**src/rtl/mem_ctrl_if.sv**
```systemverilog
// Request/response bus between the MEM stage (master) and mem_ctrl (slave).
interface mem_ctrl_if;
  logic        req_valid;
  logic        req_we;
  logic [31:0] req_addr;
  logic [31:0] req_wdata;
  logic [1:0]  req_size;
  logic        req_signed;
  logic        req_ready;
  logic        resp_valid;
  logic [31:0] resp_rdata;
  logic        resp_err;

  modport master (
    output req_valid, req_we, req_addr, req_wdata, req_size, req_signed,
    input  req_ready, resp_valid, resp_rdata, resp_err
  );

  modport slave (
    input  req_valid, req_we, req_addr, req_wdata, req_size, req_signed,
    output req_ready, resp_valid, resp_rdata, resp_err
  );
endinterface

```
**src/rtl/mem_ctrl.sv**
```systemverilog
// Byte-serial memory controller: byte/half/word accesses become single-byte RAM cycles.
// Define MEM_CTRL_ALIGN_CHECK_EN to reject misaligned half/word accesses with resp_err.
module mem_ctrl (
  input  logic        clk,
  input  logic        rst,
  input  logic        rdy,
  mem_ctrl_if.slave   bus,
  output logic [31:0] ram_a,
  output logic [7:0]  ram_dout,
  output logic        ram_wr,
  input  logic [7:0]  ram_din
);
  typedef enum logic [1:0] {IDLE, READ, WRITE, DONE} state_t;

  state_t      state, state_nx;
  logic [2:0]  cnt, cnt_nx, nbytes;
  logic [31:0] addr, wdata, load_data, load_nx, rdata_q, rdata_nx;
  logic [1:0]  size, cap_idx;
  logic        sgn, accept, bad_align;

  assign accept  = (state == IDLE) && bus.req_valid && rdy;
  assign cap_idx = cnt[1:0] - 2'd1;

`ifdef MEM_CTRL_ALIGN_CHECK_EN
  logic err_q;
  assign bad_align = (bus.req_size == 2'b01 && bus.req_addr[0]) ||
                     (bus.req_size[1] && bus.req_addr[1:0] != 2'b00);
  always_ff @(posedge clk or posedge rst) begin
    if (rst)         err_q <= 1'b0;
    else if (accept) err_q <= bad_align;
  end
  assign bus.resp_err = (state == DONE) && rdy && err_q;
`else
  assign bad_align    = 1'b0;
  assign bus.resp_err = 1'b0;
`endif

  assign bus.req_ready  = (state == IDLE);
  assign bus.resp_valid = (state == DONE) && rdy;
  assign bus.resp_rdata = rdata_q;

  function automatic logic [31:0] extend(input logic [31:0] d, input logic [1:0] sz, input logic s);
    case (sz)
      2'b00:   extend = {{24{s & d[7]}}, d[7:0]};
      2'b01:   extend = {{16{s & d[15]}}, d[15:0]};
      default: extend = d;
    endcase
  endfunction

  always_comb begin
    case (size)
      2'b00:   nbytes = 3'd1;
      2'b01:   nbytes = 3'd2;
      default: nbytes = 3'd4;
    endcase
  end

  always_comb begin
    state_nx = state;
    cnt_nx   = cnt;
    load_nx  = load_data;
    rdata_nx = rdata_q;
    ram_a    = '0;
    ram_dout = '0;
    ram_wr   = 1'b0;
    case (state)
      IDLE: begin
        if (accept) begin
          cnt_nx  = 3'd0;
          load_nx = '0;
          if (bad_align) begin
            state_nx = DONE;
            rdata_nx = '0;
          end else if (bus.req_we) begin
            state_nx = WRITE;
          end else begin
            state_nx = READ;
          end
        end
      end
      WRITE: begin
        ram_a    = addr + {29'd0, cnt};
        ram_dout = wdata[{cnt[1:0], 3'b000} +: 8];
        if (rdy) begin
          ram_wr = 1'b1;
          cnt_nx = cnt + 3'd1;
          if (cnt == nbytes - 3'd1) begin
            state_nx = DONE;
            rdata_nx = '0;
          end
        end
      end
      READ: begin
        // While stalled (or on the final capture cycle) keep the previous address so ram_din stays valid.
        if (cnt != 3'd0 && (!rdy || cnt == nbytes)) ram_a = addr + {29'd0, cnt} - 32'd1;
        else                                         ram_a = addr + {29'd0, cnt};
        if (rdy) begin
          if (cnt != 3'd0) load_nx[{cap_idx, 3'b000} +: 8] = ram_din;
          cnt_nx = cnt + 3'd1;
          if (cnt == nbytes) begin
            state_nx = DONE;
            rdata_nx = extend(load_nx, size, sgn);
          end
        end
      end
      DONE: begin
        if (rdy) state_nx = IDLE;
      end
      default: state_nx = IDLE;
    endcase
  end

  always_ff @(posedge clk or posedge rst) begin
    if (rst) begin
      state     <= IDLE;
      cnt       <= 3'd0;
      addr      <= '0;
      wdata     <= '0;
      size      <= 2'b00;
      sgn       <= 1'b0;
      load_data <= '0;
      rdata_q   <= '0;
    end else begin
      state     <= state_nx;
      cnt       <= cnt_nx;
      load_data <= load_nx;
      rdata_q   <= rdata_nx;
      if (accept) begin
        addr  <= bus.req_addr;
        wdata <= bus.req_wdata;
        size  <= bus.req_size;
        sgn   <= bus.req_signed;
      end
    end
  end
endmodule

```
**src/flat_wrapper.sv**
```systemverilog
// flat-port wrapper written by rule: the top's interface ports become plain ports
module mem_ctrl_flat 
  (clk, rst, rdy, ram_a, ram_dout, ram_wr, ram_din, bus_req_valid, bus_req_we, bus_req_addr, bus_req_wdata, bus_req_size, bus_req_signed, bus_req_ready, bus_resp_valid, bus_resp_rdata, bus_resp_err);
  mem_ctrl_if bus_i ();
  input  logic clk;
  input  logic rst;
  input  logic rdy;
  output logic [31:0] ram_a;
  output logic [7:0] ram_dout;
  output logic ram_wr;
  input  logic [7:0] ram_din;
  input wire logic [$bits(bus_i.req_valid)-1:0] bus_req_valid;
  input wire logic [$bits(bus_i.req_we)-1:0] bus_req_we;
  input wire logic [$bits(bus_i.req_addr)-1:0] bus_req_addr;
  input wire logic [$bits(bus_i.req_wdata)-1:0] bus_req_wdata;
  input wire logic [$bits(bus_i.req_size)-1:0] bus_req_size;
  input wire logic [$bits(bus_i.req_signed)-1:0] bus_req_signed;
  output wire logic [$bits(bus_i.req_ready)-1:0] bus_req_ready;
  output wire logic [$bits(bus_i.resp_valid)-1:0] bus_resp_valid;
  output wire logic [$bits(bus_i.resp_rdata)-1:0] bus_resp_rdata;
  output wire logic [$bits(bus_i.resp_err)-1:0] bus_resp_err;
  assign bus_i.req_valid = bus_req_valid;
  assign bus_i.req_we = bus_req_we;
  assign bus_i.req_addr = bus_req_addr;
  assign bus_i.req_wdata = bus_req_wdata;
  assign bus_i.req_size = bus_req_size;
  assign bus_i.req_signed = bus_req_signed;
  assign bus_req_ready = bus_i.req_ready;
  assign bus_resp_valid = bus_i.resp_valid;
  assign bus_resp_rdata = bus_i.resp_rdata;
  assign bus_resp_err = bus_i.resp_err;
  mem_ctrl u_core (.clk(clk), .rst(rst), .rdy(rdy), .bus(bus_i), .ram_a(ram_a), .ram_dout(ram_dout), .ram_wr(ram_wr), .ram_din(ram_din));
endmodule
```
**config.mk**
```make
export PLATFORM = sky130hd
export DESIGN_NAME = mem_ctrl_flat
export DESIGN_NICKNAME = d
export VERILOG_FILES = /design/src/rtl/mem_ctrl_if.sv /design/src/rtl/mem_ctrl.sv /design/src/flat_wrapper.sv
export SDC_FILE = /design/constraint.sdc
export NUM_CORES = 1
export LEC_CHECK = 0
export ABC_AREA = 1
export CORE_MARGIN = 1
export CORE_UTILIZATION = 49
export CTS_CLUSTER_SIZE = 8
export DETAILED_ROUTE_END_ITERATION = 7
export GPL_TIMING_DRIVEN = 1
export PLACE_DENSITY = 0.86
export SYNTH_ARGS = -nofsm -noshare
export SYNTH_HDL_FRONTEND = slang
export SYNTH_SLANG_ARGS = --single-unit
```
**constraint.sdc**
```tcl
create_clock -name clk -period 4.8 [get_ports clk]
set_input_delay 0.96 -clock clk [delete_from_list [all_inputs] [get_ports clk]]
set_output_delay 0.96 -clock clk [all_outputs]
set_load 0.05 [all_outputs]
```
==> out/results.tsv <==
metric	value	unit
synthToLayoutAreaGrowth	29.1	%
p_seq_share	22.1	%
root_buffer	clkbuf_16	
synth-edff-count	0	
h-tree-depth	4	
cts_resized	0	
antenna_found_initial	0	
cts.sinks	136	
switching_share	51.3	%
rows	48	
hold_viol_final	0	
gp_congestion	0.920	
post-cts-setup-buffers	0	
initial_core_util	50.7	%
finalNetCount	1461	
dp.final_hpwl	19.0	mm
powerDensity	752	nW/um2
fillers	1471	
dieArea	18700	um2
grt_max_degree	92	
status	finished clean	
multi_input_area	4920	um2
fin_crit_sh	97.1	%
drive_gt1_share	14.4	%
leakagePower	5.16	nW
intPower	4.21	mW
grt_pass1_vias	8582	
clockBufferDepth	2	
cp.required	3840	ps
path_max_fanout	9	
synth_warnings	0	
drtAntennaViolNets	0	
synth-seq-cells	136	
synthesis.area	8890	um2
clk_pin_slew	60	ps
syn_avg_cell_area	7.23	um2
viasPerCell	5.63	
wire_per_inst	16.3	um
tightest_slew	838	ps
fp.dieW	137	um
ios	156	
arrival	3700	ps
max_freq	214	MHz
grtUsageTotal	29.1	%
grt-ovfl-total	0	
synth_seq_area_share	38.3	%
relSlewSlack	44.1	%
diodes	0	
hold_buffers	0	
drv_slew	0	
clkPwrFrac	16.3	%
drt_first_pass_iters	6	
syn_nets	1325	
grt_pass1_wl	42.1	mm
clock_latency	430	ps
async_flop_share	100	%
die_h	137	um
core	17500	um2
dr_total_vias	9031	
port_buffers	154	
syn_inst	1230	
finalCriticalPeriod	4660	ps
hold_slack	476	ps
comb_power_share	61.6	%
setup_tns	0	ps
synth_flop_cell	dfrtp_1	
cts_tree	done	
seqCellArea	3400	um2
synthDistinctLibCells	53	
max_cap_violations	0	
p_switching	4.43	mW
critPathLaunchType	register	
vdd_drop_max	0.000658	V
skew	7.93	ps
setup_viol	0	
grt_setup_unrepaired	no	
worstSetupPathType	reg2out	
cp-end-kind	output port	
routed_wl	26.1	mm
drt_iter0_markers	785	
min_path_type	reg2reg	
drcViolationCount	0	
cts_buffers	17	
## metrics by stage
step	utilization, %	instance area (um2)	cells	worst slack, ps	power [mW]
2_1_floorplan	-	8890	1230	201	5.41
6_report	65.5	11500	1604	137	8.64
4_1_cts	65.4	11500	1604	234	8.60
3_3_place_gp	61.8	10800	1572	640	7.05
5_1_grt	65.5	11500	1604	4.61	9.14
3_5_place_dp	61.8	10800	1572	626	7.14
## routing by layer
layer / vias up / part of all wire [%] / GRT usage, %
li1: 4315 / - / -
met1: 4216 / 42 / 37.4
met2: 436 / 47 / 47.9
met3: 64 / 8.2 / 4.56
met4: 0 / 3.3 / 13.9
met5: - / 0 / 0
## placed cells by master, fill, tap and decap left out, drive strengths merged, types with 2 or more instances in the layout
cell type      netlist  layout
nand2              374     374
nor2               158     158
dfrtp              136     136
clkdlybuf4s50        0     123
a21oi               96      96
inv                 91      94
o21ai               93      93
nand3               80      80
buf                 18      45
mux2                39      39
nor3                31      31
clkbuf              33      23
ha                  14      14
nand4               13      13
or2                 10      10
o211ai               8       8
clkinv               4       7
a211oi               6       6
o31ai                3       3
o22ai                3       3
a221oi               3       3
bufinv               0       3
xor2                 2       2
nand3b               2       2
xnor2                2       2
## cell type report
class | count | share of cell area [%]
Multi-Input combinational cell | 948 | 42.9
Sequential cell | 136 | 29.6
Timing Repair Buffer | 168 | 16.4
Clock buffer | 23 | 4.34
Inverter | 95 | 3.15
Tap cell | 225 | 2.45
Clock inverter | 9 | 1.18
## flip-flops by register name (all words and copies together) (netlist names)
register and count:
u_core.state 2, u_core.sgn 1, u_core.cnt 3, u_core.addr 32, u_core.bus.resp_rdata 32, u_core.load_data 32, u_core.size 2, u_core.wdata 32
## final timing paths
check                                                      start                                    end  slack [ps]  cells past startpoint
setup / recovery                       u_core.cnt[0]$_DFFE_PP0P_                              ram_a[12]         140                     13
hold / removal             u_core.bus.resp_rdata[10]$_DFFE_PP0P_  u_core.bus.resp_rdata[10]$_DFFE_PP0P_         480                      2
setup reg to reg                       u_core.cnt[0]$_DFFE_PP0P_  u_core.bus.resp_rdata[24]$_DFFE_PP0P_        1410                     12
hold reg to reg            u_core.bus.resp_rdata[10]$_DFFE_PP0P_  u_core.bus.resp_rdata[10]$_DFFE_PP0P_         480                      2
max in group asynchronous                                    rst            u_core.addr[15]$_DFFE_PP0P_        2870                      3
min in group asynchronous                                    rst   u_core.bus.resp_rdata[4]$_DFFE_PP0P_        1060                      2
## synth_stat cells, types with 7 or more instances
| cell type | n | share of area (%) |
|---|---|---|
| nand2_1 | 351 | 15 |
| mux2_2 | 39 | 4.9 |
| nand2_2 | 19 | 1.3 |
| buf_4 | 7 | 0.59 |
| nor2_2 | 12 | 0.84 |
| nor2_4 | 14 | 1.8 |
| ha_1 | 14 | 2.0 |
| o211ai_1 | 8 | 0.68 |
| buf_2 | 10 | 0.56 |
| nor3_1 | 29 | 1.6 |
| o21ai_1 | 11 | 0.62 |
| nor2_1 | 130 | 5.5 |
| nand4_1 | 12 | 0.84 |
| o21ai_0 | 82 | 4.6 |
| dfrtp_1 | 136 | 38 |
| inv_2 | 8 | 0.34 |
| a21oi_1 | 93 | 5.2 |
| clkbuf_1 | 33 | 1.4 |
| nand3_1 | 76 | 4.3 |
| inv_1 | 83 | 3.5 |
| or2_2 | 8 | 0.56 |
## power groups by stage
stage | Combinational [mW] | Sequential, mW | Clock [mW]
3_5_place_dp | 5.22 | 1.92 | 0
4_1_cts | 5.27 | 1.90 | 1.42
2_1_floorplan | 3.34 | 2.08 | 0
6_report | 5.32 | 1.91 | 1.41
5_1_grt | 5.72 | 1.96 | 1.46
3_3_place_gp | 5.16 | 1.89 | 0
## cells by family after synthesis
group | after synthesis | share of synthesized area (%)
AO/OA/AOI/OAI | 219 | 13.4
XOR/XNOR | 4 | 0.478
adder cells (fa/ha/maj) | 15 | 2.19
buffers and inverters | 146 | 6.60
flip-flops | 136 | 38.3
multiplexers | 39 | 4.94
other | 1 | 0.0422
AND/OR/NAND/NOR | 670 | 34.1
## critical path, cell delays in order (launching register included)
cell and delay (ps):
dfrtp_1 390, ha_1 230, fa_1 450, nand3_1 180, nand2_2 160, nand2_1 180, nand2_1 80, nand2_1 140
nand3_1 140, nor2_4 180, nand3b_4 110, or2_0 210, a211oi_1 600, buf_12 220
No activity file was read; power rests on OpenSTA's default activity.
